==> src/rtl/core_bp_pkg.sv <==
// core_bp_pkg: shared types, constants and helpers for the IF-stage branch predictor.
package core_bp_pkg;

  // BTB entry type encoding, as written back by decode
  localparam logic [1:0] BTB_BR  = 2'b00;
  localparam logic [1:0] BTB_J   = 2'b01;
  localparam logic [1:0] BTB_JAL = 2'b10;
  localparam logic [1:0] BTB_JR  = 2'b11;

  localparam int BHR_W = 3;

  // Weakly-not-taken start point for every PHT counter
  localparam logic [1:0] PHT_INIT = 2'b01;

  typedef logic [1:0]       btb_type_t;
  typedef logic [1:0]       pht_ctr_t;
  typedef logic [BHR_W-1:0] bhr_t;

  // Everything the decode stage needs to know about how this fetch was predicted
  typedef struct packed {
    logic        hit;
    btb_type_t   btype;
    logic [31:0] target;
    pht_ctr_t    ctr;
    bhr_t        bhr;
  } bp_info_t;

  // 2-bit saturating counter step: count up on taken, down on not-taken, clamp at 00/11
  function automatic pht_ctr_t sat_update(input pht_ctr_t ctr, input logic taken);
    pht_ctr_t res;
    res = ctr;
    if (taken) begin
      if (ctr != 2'b11) res = ctr + 2'd1;
    end else begin
      if (ctr != 2'b00) res = ctr - 2'd1;
    end
    return res;
  endfunction

endpackage

==> src/rtl/core_if_bp_if.sv <==
// core_if_bp_if: fetch, prediction and decode-feedback signals of the IF-stage predictor.
// master = pipeline side driving fetch/update, slave = the predictor itself.
interface core_if_bp_if;
  import core_bp_pkg::*;

  // fetch side
  logic [31:0] fetch_pc;
  logic        stall;
  logic        flush;
  logic        pred_taken;
  logic [31:0] pred_pc;

  // prediction info aligned with the IF/ID instruction
  logic        btb_v;
  btb_type_t   btb_type;
  logic [31:0] pred_target;
  pht_ctr_t    delayed_PHT;
  bhr_t        delayed_BHR;

  // training / repair stream from decode
  logic [31:0] id_plus_4;
  logic        update_btb_target_in;
  logic [31:0] btb_target_in;
  btb_type_t   btb_type_in;
  logic        update_BP_in;
  logic        taken_in;
  pht_ctr_t    delayed_PHT_in;
  bhr_t        delayed_BHR_in;
  logic        recover_push;
  logic [31:0] recover_push_addr;
  logic        recover_pop;

  modport master (
    output fetch_pc, stall, flush,
    output id_plus_4, update_btb_target_in, btb_target_in, btb_type_in,
    output update_BP_in, taken_in, delayed_PHT_in, delayed_BHR_in,
    output recover_push, recover_push_addr, recover_pop,
    input  pred_taken, pred_pc, btb_v, btb_type, pred_target, delayed_PHT, delayed_BHR
  );

  modport slave (
    input  fetch_pc, stall, flush,
    input  id_plus_4, update_btb_target_in, btb_target_in, btb_type_in,
    input  update_BP_in, taken_in, delayed_PHT_in, delayed_BHR_in,
    input  recover_push, recover_push_addr, recover_pop,
    output pred_taken, pred_pc, btb_v, btb_type, pred_target, delayed_PHT, delayed_BHR
  );

endinterface

==> src/rtl/core_if_ras.sv <==
// core_if_ras: circular return-address stack with decode-driven repair.
// Only compiled when CORE_BP_RAS_EN is defined. Repair op (recover push/pop) is applied
// before the fetch op of the same cycle; overflow overwrites the oldest entry and underflow
// simply wraps the pointer, leaving a stale top.
`ifdef CORE_BP_RAS_EN
module core_if_ras
  import core_bp_pkg::*;
#(
  parameter int DEPTH = 4
) (
  input  logic        clk,
  input  logic        rst,
  input  logic        push_i,
  input  logic [31:0] push_addr_i,
  input  logic        pop_i,
  input  logic        rec_push_i,
  input  logic [31:0] rec_addr_i,
  input  logic        rec_pop_i,
  output logic [31:0] top_o
);

  localparam int PW = $clog2(DEPTH);

  logic [PW-1:0]    ptr_q;
  logic [PW-1:0]    ptr_d;
  logic [PW-1:0]    mid_ptr;
  logic [PW-1:0]    top_ptr;
  logic [31:0]      ent_q [DEPTH];
  logic [DEPTH-1:0] rec_we;
  logic [DEPTH-1:0] fetch_we;

  // pointer after the repair op, then after the fetch op; recover_pop loses to recover_push
  always_comb begin
    mid_ptr = ptr_q;
    if (rec_push_i)     mid_ptr = ptr_q + PW'(1);
    else if (rec_pop_i) mid_ptr = ptr_q - PW'(1);
    ptr_d = mid_ptr;
    if (push_i)         ptr_d = mid_ptr + PW'(1);
    else if (pop_i)     ptr_d = mid_ptr - PW'(1);
  end

  // per-slot write enables: repair writes at the current pointer, fetch at the post-repair one
  for (genvar gi = 0; gi < DEPTH; gi++) begin : g_we
    assign rec_we[gi]   = rec_push_i && (ptr_q == PW'(gi));
    assign fetch_we[gi] = push_i && (mid_ptr == PW'(gi));
  end

  // stack pointer register
  always_ff @(posedge clk or posedge rst) begin
    if (rst) ptr_q <= '0;
    else     ptr_q <= ptr_d;
  end

  // stack storage; both writes can land in one cycle on different slots
  always_ff @(posedge clk or posedge rst) begin
    if (rst) begin
      for (int i = 0; i < DEPTH; i++) ent_q[i] <= '0;
    end else begin
      for (int i = 0; i < DEPTH; i++) begin
        if (fetch_we[i])    ent_q[i] <= push_addr_i;
        else if (rec_we[i]) ent_q[i] <= rec_addr_i;
      end
    end
  end

  assign top_ptr = ptr_q - PW'(1);
  assign top_o   = ent_q[top_ptr];

endmodule
`endif

==> src/rtl/core_if_bp.sv <==
// core_if_bp: IF-stage branch predictor -- direct-mapped BTB, gshare PHT of 2-bit counters,
// 3-bit global history and (optionally) a return-address stack.
// Build option: define CORE_BP_RAS_EN to include the RAS; otherwise jr predicts the BTB
// target and the recover inputs are ignored.
module core_if_bp
  import core_bp_pkg::*;
#(
  parameter int BTB_AW    = 4,
  parameter int PHT_AW    = 6,
  parameter int RAS_DEPTH = 4
) (
  input logic         clk,
  input logic         rst,
  core_if_bp_if.slave bp
);

  localparam int BTB_N = 1 << BTB_AW;
  localparam int PHT_N = 1 << PHT_AW;
  localparam int TAG_W = 32 - BTB_AW - 2;

  // predictor state
  logic [BTB_N-1:0] btb_valid_q;
  logic [TAG_W-1:0] btb_tag_q  [BTB_N];
  logic [31:0]      btb_tgt_q  [BTB_N];
  btb_type_t        btb_type_q [BTB_N];
  pht_ctr_t         pht_q      [PHT_N];
  bhr_t             bhr_q;
  bp_info_t         info_q;
  bp_info_t         info_d;

  // fetch-side lookup
  logic [BTB_AW-1:0] f_idx;
  logic [TAG_W-1:0]  f_tag;
  logic [PHT_AW-1:0] f_pidx;
  logic              f_hit;
  btb_type_t         f_type;
  pht_ctr_t          f_ctr;
  logic [31:0]       f_target;
  logic              f_taken;

  // decode-side update
  logic [31:0]       u_pc;
  logic [BTB_AW-1:0] u_idx;
  logic [PHT_AW-1:0] u_pidx;
  pht_ctr_t          pht_new;
  logic [PHT_N-1:0]  pht_we;

  assign f_idx  = bp.fetch_pc[BTB_AW+1:2];
  assign f_tag  = bp.fetch_pc[31:BTB_AW+2];
  assign f_pidx = bp.fetch_pc[PHT_AW+1:2] ^ {{(PHT_AW-BHR_W){1'b0}}, bhr_q};
  assign f_hit  = btb_valid_q[f_idx] && (btb_tag_q[f_idx] == f_tag);
  assign f_type = btb_type_q[f_idx];
  assign f_ctr  = pht_q[f_pidx];

`ifdef CORE_BP_RAS_EN
  logic [31:0] ras_top;
  logic        ras_push;
  logic        ras_pop;

  // fetch-side stack ops only for an instruction that actually advances into IF/ID
  assign ras_push = !bp.stall && !bp.flush && f_hit && (f_type == BTB_JAL);
  assign ras_pop  = !bp.stall && !bp.flush && f_hit && (f_type == BTB_JR);

  core_if_ras #(
    .DEPTH(RAS_DEPTH)
  ) u_ras (
    .clk        (clk),
    .rst        (rst),
    .push_i     (ras_push),
    .push_addr_i(bp.fetch_pc + 32'd4),
    .pop_i      (ras_pop),
    .rec_push_i (bp.recover_push),
    .rec_addr_i (bp.recover_push_addr),
    .rec_pop_i  (bp.recover_pop),
    .top_o      (ras_top)
  );

  assign f_target = (f_type == BTB_JR) ? ras_top : btb_tgt_q[f_idx];
`else
  logic [31:0] unused_ras;

  // without a RAS the repair stream has nothing to act on
  assign unused_ras = bp.recover_push_addr ^ 32'(RAS_DEPTH)
                    ^ {30'd0, bp.recover_push, bp.recover_pop};
  assign f_target   = btb_tgt_q[f_idx];
`endif

  // conditional branches follow the PHT; every other hit type always redirects
  assign f_taken       = f_hit && ((f_type != BTB_BR) || f_ctr[1]);
  assign bp.pred_taken = f_taken;
  assign bp.pred_pc    = f_taken ? f_target : (bp.fetch_pc + 32'd4);

  // IF/ID alignment: flush clears (wins over stall), stall holds, otherwise capture lookup
  always_comb begin
    info_d = info_q;
    if (bp.flush) begin
      info_d = '0;
    end else if (!bp.stall) begin
      info_d.hit    = f_hit;
      info_d.btype  = f_hit ? f_type : BTB_BR;
      info_d.target = f_hit ? f_target : 32'd0;
      info_d.ctr    = f_ctr;
      info_d.bhr    = bhr_q;
    end
  end

  // alignment register
  always_ff @(posedge clk or posedge rst) begin
    if (rst) info_q <= '0;
    else     info_q <= info_d;
  end

  assign bp.btb_v       = info_q.hit;
  assign bp.btb_type    = info_q.btype;
  assign bp.pred_target = info_q.target;
  assign bp.delayed_PHT = info_q.ctr;
  assign bp.delayed_BHR = info_q.bhr;

  // decode hands back PC+4; the trained instruction sits one word below it
  assign u_pc    = bp.id_plus_4 - 32'd4;
  assign u_idx   = u_pc[BTB_AW+1:2];
  assign u_pidx  = u_pc[PHT_AW+1:2] ^ {{(PHT_AW-BHR_W){1'b0}}, bp.delayed_BHR_in};
  assign pht_new = sat_update(bp.delayed_PHT_in, bp.taken_in);

  logic [1:0] unused_upc_lsb;
  assign unused_upc_lsb = u_pc[1:0];

  for (genvar gi = 0; gi < PHT_N; gi++) begin : g_pht_we
    assign pht_we[gi] = bp.update_BP_in && (u_pidx == PHT_AW'(gi));
  end

  // BTB valid bits; a write becomes visible to lookup on the following cycle
  always_ff @(posedge clk or posedge rst) begin
    if (rst)                           btb_valid_q <= '0;
    else if (bp.update_btb_target_in)  btb_valid_q[u_idx] <= 1'b1;
  end

  // BTB payload, qualified by the valid bits so it needs no reset
  always_ff @(posedge clk) begin
    if (bp.update_btb_target_in) begin
      btb_tag_q[u_idx]  <= u_pc[31:BTB_AW+2];
      btb_tgt_q[u_idx]  <= bp.btb_target_in;
      btb_type_q[u_idx] <= bp.btb_type_in;
    end
  end

  // PHT training from the counter value decode carried along with the instruction
  always_ff @(posedge clk or posedge rst) begin
    if (rst) begin
      for (int i = 0; i < PHT_N; i++) pht_q[i] <= PHT_INIT;
    end else begin
      for (int i = 0; i < PHT_N; i++) begin
        if (pht_we[i]) pht_q[i] <= pht_new;
      end
    end
  end

  // global history advances only on resolved outcomes
  always_ff @(posedge clk or posedge rst) begin
    if (rst)                  bhr_q <= '0;
    else if (bp.update_BP_in) bhr_q <= {bhr_q[BHR_W-2:0], bp.taken_in};
  end

endmodule

==> src/flat_wrapper.sv <==
// flat-port wrapper written by rule: the top's interface ports become plain ports
module core_if_bp_flat import core_bp_pkg::*;
#(
  parameter int BTB_AW    = 4,
  parameter int PHT_AW    = 6,
  parameter int RAS_DEPTH = 4
)
  (clk, rst, bp_fetch_pc, bp_stall, bp_flush, bp_id_plus_4, bp_update_btb_target_in, bp_btb_target_in, bp_btb_type_in, bp_update_BP_in, bp_taken_in, bp_delayed_PHT_in, bp_delayed_BHR_in, bp_recover_push, bp_recover_push_addr, bp_recover_pop, bp_pred_taken, bp_pred_pc, bp_btb_v, bp_btb_type, bp_pred_target, bp_delayed_PHT, bp_delayed_BHR);
  core_if_bp_if bp_i ();
  input logic clk;
  input logic rst;
  input wire logic [$bits(bp_i.fetch_pc)-1:0] bp_fetch_pc;
  input wire logic [$bits(bp_i.stall)-1:0] bp_stall;
  input wire logic [$bits(bp_i.flush)-1:0] bp_flush;
  input wire logic [$bits(bp_i.id_plus_4)-1:0] bp_id_plus_4;
  input wire logic [$bits(bp_i.update_btb_target_in)-1:0] bp_update_btb_target_in;
  input wire logic [$bits(bp_i.btb_target_in)-1:0] bp_btb_target_in;
  input wire logic [$bits(bp_i.btb_type_in)-1:0] bp_btb_type_in;
  input wire logic [$bits(bp_i.update_BP_in)-1:0] bp_update_BP_in;
  input wire logic [$bits(bp_i.taken_in)-1:0] bp_taken_in;
  input wire logic [$bits(bp_i.delayed_PHT_in)-1:0] bp_delayed_PHT_in;
  input wire logic [$bits(bp_i.delayed_BHR_in)-1:0] bp_delayed_BHR_in;
  input wire logic [$bits(bp_i.recover_push)-1:0] bp_recover_push;
  input wire logic [$bits(bp_i.recover_push_addr)-1:0] bp_recover_push_addr;
  input wire logic [$bits(bp_i.recover_pop)-1:0] bp_recover_pop;
  output wire logic [$bits(bp_i.pred_taken)-1:0] bp_pred_taken;
  output wire logic [$bits(bp_i.pred_pc)-1:0] bp_pred_pc;
  output wire logic [$bits(bp_i.btb_v)-1:0] bp_btb_v;
  output wire logic [$bits(bp_i.btb_type)-1:0] bp_btb_type;
  output wire logic [$bits(bp_i.pred_target)-1:0] bp_pred_target;
  output wire logic [$bits(bp_i.delayed_PHT)-1:0] bp_delayed_PHT;
  output wire logic [$bits(bp_i.delayed_BHR)-1:0] bp_delayed_BHR;
  assign bp_i.fetch_pc = bp_fetch_pc;
  assign bp_i.stall = bp_stall;
  assign bp_i.flush = bp_flush;
  assign bp_i.id_plus_4 = bp_id_plus_4;
  assign bp_i.update_btb_target_in = bp_update_btb_target_in;
  assign bp_i.btb_target_in = bp_btb_target_in;
  assign bp_i.btb_type_in = bp_btb_type_in;
  assign bp_i.update_BP_in = bp_update_BP_in;
  assign bp_i.taken_in = bp_taken_in;
  assign bp_i.delayed_PHT_in = bp_delayed_PHT_in;
  assign bp_i.delayed_BHR_in = bp_delayed_BHR_in;
  assign bp_i.recover_push = bp_recover_push;
  assign bp_i.recover_push_addr = bp_recover_push_addr;
  assign bp_i.recover_pop = bp_recover_pop;
  assign bp_pred_taken = bp_i.pred_taken;
  assign bp_pred_pc = bp_i.pred_pc;
  assign bp_btb_v = bp_i.btb_v;
  assign bp_btb_type = bp_i.btb_type;
  assign bp_pred_target = bp_i.pred_target;
  assign bp_delayed_PHT = bp_i.delayed_PHT;
  assign bp_delayed_BHR = bp_i.delayed_BHR;
  core_if_bp #(.BTB_AW(BTB_AW), .PHT_AW(PHT_AW), .RAS_DEPTH(RAS_DEPTH)) u_core (.clk(clk), .rst(rst), .bp(bp_i));
endmodule
==> config.mk <==
export PLATFORM = sky130hd
export DESIGN_NAME = core_if_bp_flat
export DESIGN_NICKNAME = d
export VERILOG_FILES = /design/src/rtl/core_bp_pkg.sv /design/src/rtl/core_if_bp_if.sv /design/src/rtl/core_if_ras.sv /design/src/rtl/core_if_bp.sv /design/src/flat_wrapper.sv
export SDC_FILE = /design/constraint.sdc
export NUM_CORES = 1
export LEC_CHECK = 0
export CORE_MARGIN = 8
export CORE_UTILIZATION = 35
export DETAILED_ROUTE_END_ITERATION = 16
export MAX_ROUTING_LAYER = met4
export SETUP_SLACK_MARGIN = 0.15
export SLEW_MARGIN = 5
export SYNTH_ARGS = -nofsm -noshare
export SYNTH_HDL_FRONTEND = slang
export SYNTH_SLANG_ARGS = --single-unit
==> constraint.sdc <==
create_clock -name clk -period 7.7 [get_ports clk]
set_input_delay 1.54 -clock clk [delete_from_list [all_inputs] [get_ports clk]]
set_output_delay 1.54 -clock clk [all_outputs]
set_load 0.03 [all_outputs]
==> impl_metrics.env, run 1 <==
export IMPL_fp_dieW_um=384
export IMPL_dieArea_mm2=0.147
export IMPL_clkPwrFrac_pct=39.5
export IMPL_p_per_area_mw_per_mm2=258
export IMPL_cts_resized_gates=0
export IMPL_finalNonFillerCells=4606
export IMPL_hp_class="flop to flop"
export IMPL_switching_share_pct=23.2
export IMPL_syn2layout_area_growth_pct=17.6
export IMPL_num_vias=25300
export IMPL_drv_slew=0
export IMPL_wirelength_mm=132
export IMPL_cts_sinks=1147
export IMPL_layout_drive_gt1_share_pct=31.3
export IMPL_grt_overflow=0
export IMPL_crit_arrival_ns=5.58
export IMPL_boundaryPins=217
export IMPL_path_clk_slew_ns=0.06
export IMPL_core_mm2=0.135
export IMPL_utilization_pct=41.3
export IMPL_fin_crit_ns=7.12
export IMPL_firstDrtPassIters=7
export IMPL_cp_max_fo=28
export IMPL_cts_htree_levels=3
export IMPL_postCtsSetupBuffers=0
export IMPL_ctsHoldBuffers=0
export IMPL_cts_tree="built"
export IMPL_grt_pass1_wl_mm=189
export IMPL_synth_area_leaders="edfxtp_1 61%, mux4_2 13%, dfrtp_1 6.5%"
export IMPL_finalClockSkew_ns=0.0579
export IMPL_setup_violations=0
export IMPL_p_comb_share_pct=9.9
export IMPL_insertion_delay_ns=0.75
export IMPL_io_buffers=180
export IMPL_drc=0
export IMPL_internal_power_w=0.0110
export IMPL_grt_max_degree=130
export IMPL_syn_inst=2443
export IMPL_multi_input_area_mm2=0.0133
export IMPL_synth_seq_cells=1147
export IMPL_seq_area_frac_synth_pct=70.9
export IMPL_reg2reg_setup_slack_ns=3.87
export IMPL_synth_edff_count=960
export IMPL_cts_made_buffers=113
export IMPL_cts_buffer_depth=3
export IMPL_ant_nets=0
export IMPL_mostFrequentLayoutCells="960 x edfxtp_1, 273 x mux4_2, 144 x mux2_2, 144 x clkdlybuf4s50_1, 123 x dfrtp_1"
export IMPL_worst_slew_pin_slew_ns=1.38
export IMPL_regArea_mm2=0.0336
export IMPL_async_reset_ff_share_pct=16.3
export IMPL_yosysTopAreaCell="edfxtp_1"
export IMPL_hold_viol=0
export IMPL_synthDistinctLibCells=72
export IMPL_peakVddDrop_uv=228
export IMPL_netlist_area_mm2=0.0474
export IMPL_nFillCells=11700
export IMPL_synth_nets=2593
export IMPL_startpoint_type="primary input"
export IMPL_seq_power_share_pct=50.5
export IMPL_fmax_ghz=0.140
export IMPL_rsz0062_at_grt="no"
export IMPL_setup_slack_ns=0.581
export IMPL_setup_tns_ns=0
export IMPL_grt_pass1_vias=26200
export IMPL_status="finished clean"
export IMPL_period_share_pct=92.5
export IMPL_gp_congestion=0.937
export IMPL_required_ns=6.16
export IMPL_routed_via_density=5.50
export IMPL_crit_type="primary input to output pin"
export IMPL_clock_root_buffer="clkbuf_16"
export IMPL_crit_path_end_kind="output pin"
export IMPL_layout_nets=2863
export IMPL_relSlewSlack_pct=7.40
export IMPL_switching_power_w=0.00333
export IMPL_rows=135
export IMPL_yosysWarnings=0
export IMPL_die_h_um=384
export IMPL_dpl_hpwl_mm=81.8
export IMPL_start_util_pct=35.1
export IMPL_avgSynthCellArea_um2=19.4
export IMPL_dp_slack_ns=0.650
export IMPL_synth_flop_cell="edfxtp_1"
export IMPL_layout_commonest_cell="edfxtp_1"
export IMPL_wl_per_cell_um=28.8
export IMPL_first_iter_violations=2604
export IMPL_maxCapViolCount=0
export IMPL_placed_cells=4379
export IMPL_grt_use_total_pct=18.1
export IMPL_synthDominantCellAreaShare_pct=60.8
export IMPL_leakage_nw=18.9
export IMPL_grt_antenna_before_repair=15
[worst max-delay path, stage by stage]
cell and delay [ns]:
buf_8 0.32, mux4_2 0.55, mux2i_1 0.42, xor2_1 0.31
a21bo_1 0.25, o31ai_1 0.36, nand4_1 0.19, nor4_2 0.27
buf_4 0.16, nand2b_2 0.20, mux2_4 0.36, clkdlybuf4s50_1 0.61
[state kept, by name, indices dropped and copies added, names as in the netlist]
| signal | cells |
|---|---|
| u_core.btb_tgt_q | 512 |
| u_core.btb_type_q | 32 |
| u_core.bp.delayed_PHT | 2 |
| u_core.bp.pred_target | 32 |
| u_core.btb_valid_q | 16 |
| u_core.bp.btb_v | 1 |
| u_core.bp.delayed_BHR | 3 |
| u_core.pht_q | 128 |
| u_core.btb_tag_q | 416 |
| u_core.bp.btb_type | 2 |
| u_core.bhr_q | 3 |
[metrics by stage]
stage               hold slack, ns  total power (W)  area (um^2)
finish                       0.469           0.0144        55700
floorplan                    0.431          0.00825        47400
global placement             0.444          0.00876        51800
detailed placement           0.452          0.00882        51800
CTS                          0.467           0.0145        55700
global route                 0.480           0.0148        55700
[per-layer routing]
layer | global-route usage, % | vias up | wire length [um]
met5 | - | - | 0
met4 | 3.78 | 0 | 2520
met3 | 4.51 | 159 | 11500
met2 | 27.5 | 1001 | 61400
met1 | 24.9 | 13700 | 57000
li1 | - | 10500 | -
[worst paths after layout]
check	startpoint	to	depth (start not counted)
max reg2reg	u_core.btb_tag_q[13][18]	u_core.bp.pred_target[18]	11
max in group asynchronous	rst	u_core.pht_q[77]	3
min reg2reg	u_core.btb_valid_q[4]	u_core.btb_valid_q[4]	1
min in group asynchronous	rst	u_core.pht_q[101]	2
min	u_core.btb_valid_q[4]	u_core.btb_valid_q[4]	1
max	bp_fetch_pc[3]	bp_pred_pc[1]	12
[cell usage after synthesis, types with 6 or more instances]
| cell | number |
|---|---|
| edfxtp_1 | 960 |
| mux4_2 | 273 |
| mux2_2 | 144 |
| dfrtp_1 | 123 |
| mux2i_1 | 112 |
| nor2_1 | 93 |
| nand2_1 | 88 |
| dfstp_2 | 64 |
| clkbuf_1 | 54 |
| nor3_1 | 44 |
| a22o_1 | 42 |
| xor2_1 | 41 |
| xnor2_1 | 40 |
| buf_2 | 36 |
| mux2_4 | 28 |
| nand3_1 | 27 |
| a22oi_1 | 22 |
| inv_1 | 21 |
| or2_2 | 17 |
| a21oi_1 | 15 |
| buf_4 | 14 |
| buf_6 | 14 |
| nor2b_1 | 14 |
| nand4_1 | 12 |
| or4_1 | 9 |
| buf_1 | 8 |
| a211oi_1 | 7 |
| nor4_1 | 7 |
| o21ai_0 | 7 |
| o22ai_1 | 7 |
| and3_1 | 6 |
| ha_1 | 6 |
| or3_1 | 6 |
[power by group through the flow]
stage          registers [W]  logic (W)  clock network, W
6_report             0.00727    0.00143           0.00568
5_1_grt              0.00730    0.00151           0.00603
2_1_floorplan        0.00735   0.000898                 0
3_3_place_gp         0.00737    0.00140                 0
3_5_place_dp         0.00739    0.00143                 0
4_1_cts              0.00727    0.00143           0.00580
[kinds of logic after synthesis]
kind of cell	synth area share [%]
XOR/XNOR	1.50
adder cells (fa/ha/maj)	0.201
AND/OR/NAND/NOR	3.58
AO/OA/AOI/OAI	2.50
flip-flops	70.9
multiplexers	19.8
buffers and inverters	1.60
[area by class of cell]
class	instances	area share, %
Antenna cell	12	0.0539
Timing Repair Buffer	281	4.78
Clock buffer	137	5.46
Clock inverter	78	1.48
Sequential cell	1147	60.3
Tap cell	1781	4.00
Inverter	22	0.166
Multi-Input combinational cell	1148	23.8
Power figures use the tool's default switching activity.
==> run 2: changes to the inputs <==
- PLACE_DENSITY: unset -> 0.58
==> run 2 against run 1 <==
- clock power grew 1%
- clock skew grew 0.016 ns
- routed wire length shrank 0.34%
- cell area is essentially flat
- power grew 0.43%
- non-clock buffer count shrank 17
- flip-flop and latch count is the same
- combinational power is essentially flat
- first-iteration DRC count shrank 4.5%
- die area is the same
- setup slack lost 0.24 ns
- critical path type unchanged
- critical endpoint is now bp_pred_pc[30]
==> impl_metrics.env, run 2 (synthesis results as in run 1) <==
export IMPL_p_per_area_mw_per_mm2=259
export IMPL_largest_register="u_core.btb_tgt_q"
export IMPL_reg_top3="u_core.btb_tgt_q (512), u_core.btb_tag_q (416), u_core.pht_q (128)"
export IMPL_grt_pass1_vias=26100
export IMPL_totalPowerFinal_w=0.0144
export IMPL_drc=0
export IMPL_grt_antenna_before_repair=22
export IMPL_fp_dieW_um=384
export IMPL_cts_htree_levels=3
export IMPL_fmax_ghz=0.136
export IMPL_path_clk_slew_ns=0.06
export IMPL_core_mm2=0.135
export IMPL_finalClockSkew_ns=0.0738
export IMPL_layout_drive_gt1_share_pct=30.7
export IMPL_wl_per_cell_um=28.8
export IMPL_routed_via_density=5.48
export IMPL_nFillCells=11800
export IMPL_syn2layout_area_growth_pct=17.6
export IMPL_die_h_um=384
export IMPL_crit_type="primary input to output pin"
export IMPL_firstDrtPassIters=7
export IMPL_gp_congestion=0.925
export IMPL_cts_sinks=1147
export IMPL_setup_violations=0
export IMPL_grt_use_total_pct=18.1
export IMPL_dieArea_mm2=0.147
export IMPL_cts_resized_gates=0
export IMPL_placed_cells=4362
export IMPL_required_ns=6.16
export IMPL_first_iter_violations=2488
export IMPL_status="finished clean"
export IMPL_startpoint_type="primary input"
export IMPL_ant_nets=0
export IMPL_largest_reg_flops=512
export IMPL_cts_tree="built"
export IMPL_multi_input_area_mm2=0.0133
export IMPL_period_share_pct=95.6
export IMPL_finalNonFillerCells=4592
export IMPL_grt_overflow=0
export IMPL_insertion_delay_ns=0.74
export IMPL_start_util_pct=35.1
export IMPL_cts_buffer_depth=3
export IMPL_fin_crit_ns=7.36
export IMPL_cts_made_buffers=116
export IMPL_grt_pass1_wl_mm=188
export IMPL_postCtsSetupBuffers=0
export IMPL_boundaryPins=217
export IMPL_setup_tns_ns=0
export IMPL_relSlewSlack_pct=3.45
export IMPL_hp_class="flop to flop"
export IMPL_mostFrequentLayoutCells="960 x edfxtp_1, 273 x mux4_2, 144 x mux2_2"
export IMPL_layout_nets=2849
export IMPL_dpl_hpwl_mm=81.0
export IMPL_regArea_mm2=0.0336
export IMPL_ctsHoldBuffers=0
export IMPL_cp_max_fo=33
export IMPL_peakVddDrop_uv=202
export IMPL_maxCapViolCount=0
export IMPL_grt_max_degree=135
export IMPL_drv_slew=0
export IMPL_rsz0062_at_grt="no"
export IMPL_num_vias=25200
export IMPL_worst_slew_pin_slew_ns=1.44
export IMPL_clock_root_buffer="clkbuf_16"
export IMPL_io_buffers=180
export IMPL_crit_arrival_ns=5.82
export IMPL_layout_commonest_cell="edfxtp_1"
export IMPL_rows=135
export IMPL_crit_path_end_kind="output pin"
export IMPL_wirelength_mm=132
export IMPL_leakage_nw=18.8
export IMPL_hold_viol=0
## run 2: through the flow
step / setup slack, ns / cell area (um^2) / hold slack, ns / utilization, %
6_report: 0.342 / 55700 / 0.470 / 41.3
5_1_grt: 0.272 / 55700 / 0.484 / 41.3
4_1_cts: 0.438 / 55700 / 0.471 / 41.2
3_5_place_dp: 0.450 / 51700 / 0.454 / 38.3
3_3_place_gp: 0.551 / 51700 / 0.447 / 38.3
2_1_floorplan: 1.18 / 47400 / 0.431 / -
## run 2: power breakdown
group	switching [W]	total (W)	internal, W	leakage [nW]
Clock	0.00242	0.00575	0.00334	1.91
Combinational	0.000777	0.00142	0.000644	5.96
Sequential	0.000132	0.00727	0.00714	10.9
## run 2: cell type report
class	instances	share of cell area (%)
Clock buffer	147	5.66
Inverter	22	0.166
Antenna cell	14	0.0629
Clock inverter	69	1.39
Tap cell	1781	4.00
Multi-Input combinational cell	1148	23.8
Timing Repair Buffer	264	4.65
Sequential cell	1147	60.3
## run 2: metal layers
metal	part of all wire, %	up-vias	global-route usage, %	routed length (um)
li1	-	10500	-	-
met1	42	13500	24.1	55800
met2	46	1001	27.6	60900
met3	9.3	190	5.33	12300
met4	2.3	0	4.15	2980
met5	0	-	-	0
## run 2: worst max-delay path, stage by stage
cell      delay [ns]
buf_6           0.32
xor2_2          0.46
buf_12          0.25
mux4_2          0.33
mux4_2          0.51
a21oi_1         0.27
a31oi_1         0.25
nor3_1          0.44
nand2b_2        0.55
buf_4           0.33
mux2_4          0.33
buf_4           0.17
## run 2: worst paths after layout
path	to	cells past startpoint	start	slack, ns
max	bp_pred_pc[30]	12	bp_fetch_pc[4]	0.34
min	u_core.btb_valid_q[6]	1	u_core.btb_valid_q[6]	0.47
max reg2reg	u_core.bp.pred_target[9]	10	u_core.btb_tag_q[15][18]	3.93
min reg2reg	u_core.btb_valid_q[6]	1	u_core.btb_valid_q[6]	0.47
max in group asynchronous	u_core.bp.pred_target[8]	3	rst	4.65
min in group asynchronous	u_core.pht_q[125]	2	rst	1.37
